$ cat config.mk
export PLATFORM = sky130hd
export DESIGN_NAME = if_prefetch
export DESIGN_NICKNAME = d
export VERILOG_FILES = /design/src/rtl/if_prefetch.sv
export SDC_FILE = /design/constraint.sdc
export NUM_CORES = 1
export LEC_CHECK = 0
export CAP_MARGIN = 40
export CORE_ASPECT_RATIO = 0.9
export CORE_UTILIZATION = 55
export CTS_BUF_LIST = sky130_fd_sc_hd__clkbuf_2
export DETAILED_ROUTE_END_ITERATION = 8
export GPL_ROUTABILITY_DRIVEN = 0
export PLACE_DENSITY = 0.78
export SKIP_CTS_REPAIR_TIMING = 1
export SLEW_MARGIN = 40
export SYNTH_ARGS = -nofsm -noshare
export SYNTH_HDL_FRONTEND = slang
export SYNTH_SLANG_ARGS = --single-unit
$ cat constraint.sdc
create_clock -name i_clk -period 4.1 [get_ports i_clk]
set_clock_uncertainty 0.2 [all_clocks]
set_input_delay 0.615 -clock i_clk [delete_from_list [all_inputs] [get_ports i_clk]]
set_output_delay 0.615 -clock i_clk [all_outputs]
set_load 0.05 [all_outputs]
$ cat src/rtl/if_prefetch.sv
// if_prefetch -- instruction-fetch stage with a prefetch queue.
//
// Owns the fetch PC and issues in-order word requests to instruction memory
// with a req/gnt handshake. Returned words are tagged with the PC they were
// fetched from and buffered in a DEPTH-entry FIFO that feeds decode through
// a valid/ready handshake. A redirect from execute reloads the PC, empties the
// FIFO and marks every still-outstanding response for discard.
//
// Ports
//   i_clk, i_rstn               clock, synchronous active-low reset
//   i_redirect, i_redirect_pc   take a new PC this cycle (bits [1:0] ignored)
//   o_mem_req, o_mem_addr       fetch request and its word address
//   i_mem_gnt                   memory accepts the request this cycle
//   i_mem_rvalid, i_mem_rdata   in-order response from memory
//   o_valid, o_inst, o_pc,      FIFO head towards decode
//   o_pc_plus4
//   i_ready                     decode consumes the head
module if_prefetch #(
   parameter int                 XLEN     = 32,
   parameter logic [XLEN-1:0]    RESET_PC = '0,
   parameter int                 DEPTH    = 4
) (
   input  logic            i_clk,
   input  logic            i_rstn,
   input  logic            i_redirect,
   input  logic [XLEN-1:0] i_redirect_pc,
   output logic            o_mem_req,
   output logic [XLEN-1:0] o_mem_addr,
   input  logic            i_mem_gnt,
   input  logic            i_mem_rvalid,
   input  logic [31:0]     i_mem_rdata,
   output logic            o_valid,
   output logic [31:0]     o_inst,
   output logic [XLEN-1:0] o_pc,
   output logic [XLEN-1:0] o_pc_plus4,
   input  logic            i_ready
);

   localparam int AW = (DEPTH > 1) ? $clog2(DEPTH) : 1;
   localparam int CW = $clog2(DEPTH + 1);

   // Control state
   logic [XLEN-1:0] pc;
   logic [AW-1:0]   rd_ptr, wr_ptr;
   logic [AW-1:0]   tag_rd, tag_wr;
   logic [CW-1:0]   count, outstanding, discard;

   // Data storage (not reset; qualified by count / outstanding)
   logic [XLEN-1:0] fifo_pc   [DEPTH];
   logic [31:0]     fifo_inst [DEPTH];
   logic [XLEN-1:0] tag_pc    [DEPTH];

   logic credit, issue, push, pop;
   logic unused_lsbs;

   // Redirect targets are word aligned; the low bits are simply dropped.
   assign unused_lsbs = ^i_redirect_pc[1:0];

   // Entries already buffered plus responses still owed may never exceed
   // DEPTH, so every response is guaranteed a FIFO slot on arrival.
   assign credit = ({1'b0, count} + {1'b0, outstanding}) < (CW+1)'(DEPTH);

   assign o_mem_req  = i_rstn && !i_redirect && credit;
   assign o_mem_addr = pc;
   assign issue      = o_mem_req && i_mem_gnt;

   // A response is dropped while stale ones are pending or when it lands in
   // the redirect cycle itself.
   assign push = i_rstn && i_mem_rvalid && !i_redirect && (discard == '0);
   assign pop  = o_valid && i_ready && !i_redirect;

   assign o_valid    = (count != '0);
   assign o_inst     = o_valid ? fifo_inst[rd_ptr] : '0;
   assign o_pc       = o_valid ? fifo_pc[rd_ptr] : '0;
   assign o_pc_plus4 = o_valid ? fifo_pc[rd_ptr] + XLEN'(4) : '0;

   always_ff @(posedge i_clk) begin
      if (!i_rstn) begin
         pc          <= RESET_PC;
         rd_ptr      <= '0;
         wr_ptr      <= '0;
         tag_rd      <= '0;
         tag_wr      <= '0;
         count       <= '0;
         outstanding <= '0;
         discard     <= '0;
      end else if (i_redirect) begin
         pc          <= {i_redirect_pc[XLEN-1:2], 2'b00};
         rd_ptr      <= '0;
         wr_ptr      <= '0;
         count       <= '0;
         // Everything still in flight belongs to the old stream; a response
         // arriving now is consumed here and not counted again.
         outstanding <= outstanding - CW'(i_mem_rvalid);
         discard     <= outstanding - CW'(i_mem_rvalid);
         tag_rd      <= tag_rd + AW'(i_mem_rvalid);
      end else begin
         if (issue) begin
            pc     <= pc + XLEN'(4);
            tag_wr <= tag_wr + AW'(1);
         end
         if (i_mem_rvalid) begin
            tag_rd <= tag_rd + AW'(1);
            if (discard != '0) begin
               discard <= discard - CW'(1);
            end
         end
         outstanding <= outstanding + CW'(issue) - CW'(i_mem_rvalid);
         if (push) begin
            wr_ptr <= wr_ptr + AW'(1);
         end
         if (pop) begin
            rd_ptr <= rd_ptr + AW'(1);
         end
         count <= count + CW'(push) - CW'(pop);
      end
   end

   // Issued PCs are queued in request order so each response can be tagged.
   always_ff @(posedge i_clk) begin
      if (issue) begin
         tag_pc[tag_wr] <= pc;
      end
      if (push) begin
         fifo_pc[wr_ptr]   <= tag_pc[tag_rd];
         fifo_inst[wr_ptr] <= i_mem_rdata;
      end
   end

endmodule

==> results of run 1 <==
[worst max-delay path, cell delays in order, from the launching register on]
cell and delay (ps):
dfxtp_4 390, buf_6 150, buf_16 140, buf_4 130, mux4_2 370, and4_4 290, nand4_4 200, buf_4 210
nor3_2 140, xnor2_1 90, nor2_1 210, buf_12 180
[flip-flops by register name, indices dropped and copies added (netlist names), 3 cells and up, named ones only]
name	count
discard	3
o_mem_addr	30
outstanding	3
count	3
tag_pc	120
fifo_pc	120
fifo_inst	128
[where the power goes]
part           switching [W]  internal, W
Sequential         0.0000890      0.00475
Combinational       0.000444     0.000309
Clock                0.00155     0.000948
Total                0.00208      0.00601
[layout make-up]
class	instances	area (sq um)	share of cell area, %
Sequential cell	419	12080	57.11
Antenna cell	1	2.502	0.01183
Clock inverter	25	111.4	0.5263
Clock buffer	146	730.7	3.454
Inverter	27	101.3	0.4790
Multi-Input combinational cell	542	5045	23.84
Tap cell	409	511.7	2.419
Timing Repair Buffer	244	2572	12.16
[cell families (layout without fill, tap and decap cells)]
| logic type | count (synthesis) | in the layout |
|---|---|---|
| and+or+nand+nor | 282 | 283 |
| AOI/OAI and AO/OA | 90 | 90 |
| muxes | 101 | 101 |
| other | 1 | 7 |
| DFF | 419 | 419 |
| xor gates and xnor gates | 39 | 39 |
| buffers and inverters | 82 | 442 |
| adders and majority gates | 23 | 23 |
[metrics by stage]
step                      util, %  setup slack, ps  power [W]  std cells
final                       68.28           -128.0   0.008085       1813
after global routing        68.28           -298.8   0.008414       1813
after CTS                   67.05           -536.6   0.008144       1788
after detailed placement    64.33            489.8   0.005679       1617
after global placement      64.30            490.2   0.005656       1617
after floorplan                 -            510.9   0.005380       1042
[final timing paths]
check,end,slack (ps),cells past startpoint
setup / recovery,o_pc_plus4[20],-130,11
hold / removal,o_mem_addr[25],110,3
setup reg to reg,outstanding[2],1000,12
hold reg to reg,flop,290,2
[Yosys cell counts, drive strengths merged]
cell type  instances  area share (%)
nor3              22            0.75
nand2b             5            0.18
nand3b             1           0.043
nand4             15            0.65
nor3b              1           0.043
or2                1           0.036
a41oi              1           0.050
mux4              91              12
o21a               3            0.13
inv               26            0.56
mux2               2            0.13
nand2             44            0.95
a31oi              4            0.14
a311o              3            0.17
clkbuf            30            0.65
buf               25             1.0
o21ai             27            0.78
a311oi             2            0.10
ha                21             1.5
nand3             18            0.52
conb               1           0.022
a32oi              2            0.10
a211oi             3            0.13
clkinv             1           0.022
fa                 2            0.23
o31ai              1           0.043
mux2i              8            0.46
nor4b              1            0.14
or4                2            0.11
nor4               9            0.45
a221oi             6            0.30
xnor2             27             1.4
a21o               2           0.086
dfxtp             51             5.9
edfxtp           368              64
xor2              12            0.60
a222oi             2            0.12
or3                7            0.25
o311ai             1           0.050
and3              12            0.43
a21oi             33            0.95
and2              68             2.4
nor2              68             1.5
and4               8            0.40
[layer usage]
layer  GRT usage (%)  vias to the layer above  routed length [um]
li1                -                     4686                   -
met1           31.70                     5005               15440
met2           35.48                      439               17970
met3           4.779                       41                2903
met4           7.539                        2                 449
met5               0                        -                  13
==> impl_metrics.py, run 1 <==
metrics = {
    "timing": {
        "min_period_ps": 4228,
        "max_freq_mhz": 236.5,
        "worst_hold_slack_ps": 107.2,
        "finalSetupViolCount": 8,
        "setup_tns_ps": -597.5,
        "fin_crit_sh_pct": 103.1,
        "grt_setup_unrepaired": "true",
        "max-slew-margin-rel_pct": 56.01,
        "worst_slew_pin_slew_ps": 657.4,
        "setup_slack_ps": -128.0,
        "drv_slew": 0,
        "finalHoldViolations": 0,
    },
    "placement": {
        "dpl.hpwl_um": 22760,
        "place.port_buffers": 191,
        "place_area_sq_mm": 0.01993,
    },
    "global_route": {
        "grt_overflow": 0,
        "grt_first_pass_wirelength_um": 55260,
        "antenna_found_initial": 3,
        "grt_usage_pct": 22.58,
        "grt_max_degree": 63,
        "grt_pass1_vias": 10180,
    },
    "power_and_ir_drop": {
        "pwr_density_cell_mw_per_mm2": 382.1,
        "p_leak_nw": 7.476,
        "peakVddDrop_mv": 0.2468,
    },
    "yosys": {
        "yosys_warnings": 0,
        "syn_avg_cell_area_sq_um": 16.76,
        "yosys.area_share.xor_xnor_pct": 1.965,
        "synthDistinctLibCells": 56,
        "synth_compound_area_share_pct": 3.153,
        "yosysSeqAreaShare_pct": 69.45,
        "synth_top_family_by_area": "multiplexers",
        "netlist_instances": 1037,
        "yosys_register_bits": 419,
        "syn_area_sq_mm": 0.01738,
        "synth_adder_area_share_pct": 1.742,
        "synth-simple-area-share_pct": 8.861,
        "yosys-mux-area-fraction_pct": 12.55,
    },
    "route": {
        "via_per_inst": 5.611,
        "drt_iter0_drc": 666,
        "drc": 0,
        "wl_um": 36780,
        "post_drt_wl_per_cell_um": 20.29,
        "first_pass_iters": 5,
        "vias": 10170,
        "antenna_left": 0,
    },
    "layout": {
        "layout_common_cells": "edfxtp_1 (368), clkbuf_2 (147), clkdlybuf4s50_1 (109)",
        "area_growth_pct": 21.72,
        "fillers": 2137,
        "drive_above_1_share_pct": 28.72,
        "fin_area_sq_mm": 0.02116,
        "layout_commonest_cell": "edfxtp_1",
        "fin_nets": 1424,
    },
    "job": {
        "maxCapViolCount": 0,
    },
    "critical_path": {
        "cp-end-kind": "output port",
        "reg2reg_from": "count[1]",
        "critPathArrivalTime_ps": 3410,
        "critPathLaunchType": "flop",
        "critical_path_class": "reg2out",
        "crit_required_ps": 3280,
        "critPathMaxFanout": 9,
    },
    "hold_path": {
        "hp-start": "i_redirect_pc[25]",
        "hold_path.class": "in2reg",
    },
    "clocking": {
        "htree_num_levels": 3,
        "cts_tree": "yes",
        "cts_buffers": 97,
        "cts_root_buf": "clkbuf_2",
        "clkSinkCount": 419,
        "clk_pin_slew_ps": 100,
        "worstSkewPairLatency_ps": 930,
        "clk_path_buf_depth": 3,
    },
    "die": {
        "std_cell_rows": 61,
        "coreArea_sq_mm": 0.03099,
        "pin_count": 200,
        "die_h_um": 170.7,
        "die_area_sq_mm": 0.03232,
        "start_util_pct": 56.09,
        "die_x_um": 189.4,
    },
    "status": {
        "outcome": "complete, but fails checks",
        "violations": "negative setup slack",
    },
}
No activity file was read; power rests on OpenSTA's default activity.
==> inputs of run 2 (changes only) <==
--- a/config.mk
+++ b/config.mk
@@ -11,7 +11,7 @@
 export CTS_BUF_LIST = sky130_fd_sc_hd__clkbuf_2
 export DETAILED_ROUTE_END_ITERATION = 8
 export GPL_ROUTABILITY_DRIVEN = 0
-export PLACE_DENSITY = 0.78
+export PLACE_DENSITY_LB_ADDON = 0.12
 export SKIP_CTS_REPAIR_TIMING = 1
 export SLEW_MARGIN = 40
 export SYNTH_ARGS = -nofsm -noshare
==> run 2 against run 1 <==
Compared with the run above:
- the flow still finishes with violations (negative setup slack)
- register-to-register slack gained 20 ps
- sequential share of layout area fell by 0.80 points
- worst setup slack improved by 11 ps
- total power grew 2.4%
- first-iteration DRC count fell by 5.4%
- via count up 0.77%
- routed wire length shrank 1.6%
- hold slack got worse by 23 ps
- utilization rose by 0.98 points
- die area did not move
- flip-flop and latch count unchanged
- critical path type unchanged
- largest cell class unchanged
==> impl_metrics.py, run 2 (synthesized netlist as in run 1, its figures left out) <==
metrics = {
    "clocking": {
        "clk_path_buf_depth": 3,
        "clk_pin_slew_ps": 120,
        "cts_buffers": 101,
        "cts_root_buf": "clkbuf_2",
        "htree_num_levels": 3,
        "clkSinkCount": 419,
        "cts_tree": "yes",
        "worstSkewPairLatency_ps": 950,
    },
    "timing": {
        "fin_crit_sh_pct": 102.9,
        "setup_slack_ps": -117.2,
        "max-slew-margin-rel_pct": 45.81,
        "worst_slew_pin_slew_ps": 812.9,
        "finalHoldViolations": 0,
        "max_freq_mhz": 237.1,
        "worst_hold_slack_ps": 84.37,
        "finalSetupViolCount": 11,
        "grt_setup_unrepaired": "true",
        "drv_slew": 0,
        "min_period_ps": 4217,
    },
    "status": {
        "outcome": "complete, but fails checks",
        "violations": "negative setup slack",
    },
    "layout": {
        "top_register": "fifo_inst",
        "multi_input_area_sq_mm": 0.005065,
        "layout.area.seq_sq_mm": 0.01208,
        "postLayoutCoreUtil_pct": 69.26,
        "layout_common_cells": "edfxtp_1 (368), clkbuf_2 (151), clkdlybuf4s50_1 (111)",
        "fin_area_sq_mm": 0.02146,
        "reg_top3": "fifo_inst (128), fifo_pc (120), tag_pc (120)",
        "layout_commonest_cell": "edfxtp_1",
        "fillers": 2164,
        "area_growth_pct": 23.47,
        "largest_reg_flops": 128,
        "fin_nets": 1443,
        "drive_above_1_share_pct": 29.73,
        "fin_cells": 1834,
    },
    "global_route": {
        "grt_first_pass_wirelength_um": 55220,
        "grt_max_degree": 63,
        "grt_pass1_vias": 10340,
        "grt_overflow": 0,
        "grt_usage_pct": 22.47,
        "antenna_found_initial": 2,
    },
    "critical_path": {
        "cpMaxStageDelayCell": "or4_4",
        "crit_required_ps": 3280,
        "critPathLaunchType": "flop",
        "path_cells": "buf_8 > mux4_2 > nand4_2 > or4_4 > buf_12 > nor4_4 > xnor2_1 > nor2_1 > buf_12",
        "cp-end-kind": "output port",
        "critical_path_class": "reg2out",
        "cpPeakStageDelay_ps": 610,
        "critPathMaxFanout": 8,
        "crit_top_cell": "buf_12",
        "critPathArrivalTime_ps": 3400,
    },
    "power_and_ir_drop": {
        "peakVddDrop_mv": 0.2543,
        "p_leak_nw": 7.665,
        "pwr_density_cell_mw_per_mm2": 385.8,
    },
    "placement": {
        "place_ws_ps": 466.0,
        "place_area_sq_mm": 0.01998,
        "dpl.hpwl_um": 22000,
        "place.port_buffers": 191,
        "dp_cells": 1618,
    },
    "die": {
        "die_h_um": 170.7,
        "pin_count": 200,
        "coreArea_sq_mm": 0.03099,
        "std_cell_rows": 61,
        "die_area_sq_mm": 0.03232,
        "start_util_pct": 56.09,
        "die_x_um": 189.4,
    },
    "route": {
        "antenna_left": 0,
        "first_pass_iters": 4,
        "vias": 10250,
        "via_per_inst": 5.589,
        "post_drt_wl_per_cell_um": 19.73,
        "wl_um": 36190,
        "drc": 0,
        "drt_iter0_drc": 630,
    },
    "hold_path": {
        "hold_path.class": "in2reg",
    },
    "job": {
        "maxCapViolCount": 0,
    },
}
-- run 2: path summary, 6_finish.rpt --
path                         end  cells past startpoint              start  slack, ps
hold / removal    o_mem_addr[15]                      3  i_redirect_pc[15]         80
setup / recovery  o_pc_plus4[31]                      9               flop       -120
setup reg to reg  outstanding[2]                     12           count[1]       1020
hold reg to reg             flop                      2          tag_rd[0]        290
-- run 2: final cells by class --
cell class | instances | share of cell area (%)
flip-flops and latches | 419 | 56.31
multi-input cells | 541 | 23.60
repair buffers | 260 | 12.90
clock buffers | 151 | 3.521
well taps | 409 | 2.385
clock inverters | 25 | 0.7929
inverters | 27 | 0.4722
diodes | 2 | 0.02332
-- run 2: power breakdown --
| group | internal [W] | total (W) | switching, W |
|---|---|---|---|
| Combinational | 0.000320 | 0.000751 | 0.000431 |
| Clock | 0.00111 | 0.00268 | 0.00157 |
| Sequential | 0.00475 | 0.00485 | 0.0000998 |
-- run 2: through the flow --
step	setup TNS (ps)	total power (W)
final	-773.7	0.008279
after global routing	-4027	0.008646
after CTS	-14980	0.008365
after detailed placement	0	0.005685
after global placement	0	0.005664
after floorplan	0	0.005380
-- run 2: worst max-delay path, delay by kind of cell (launching register included) --
kind	cells	cell delay, ps
xor+xnor	1	110
buf+inv	3	480
flops	1	400
mux	1	380
simple gates	4	1100
-- run 2: metal layers --
layer | wire length, um | share of wire [%] | track usage [%] | vias to the layer above
li1 | - | - | - | 4723
met1 | 15480 | 43 | 30.18 | 5075
met2 | 17450 | 48 | 36.20 | 389
met3 | 2598 | 7.2 | 5.415 | 62
met4 | 648 | 1.8 | 7.784 | 2
met5 | 10 | 0.028 | 0 | -
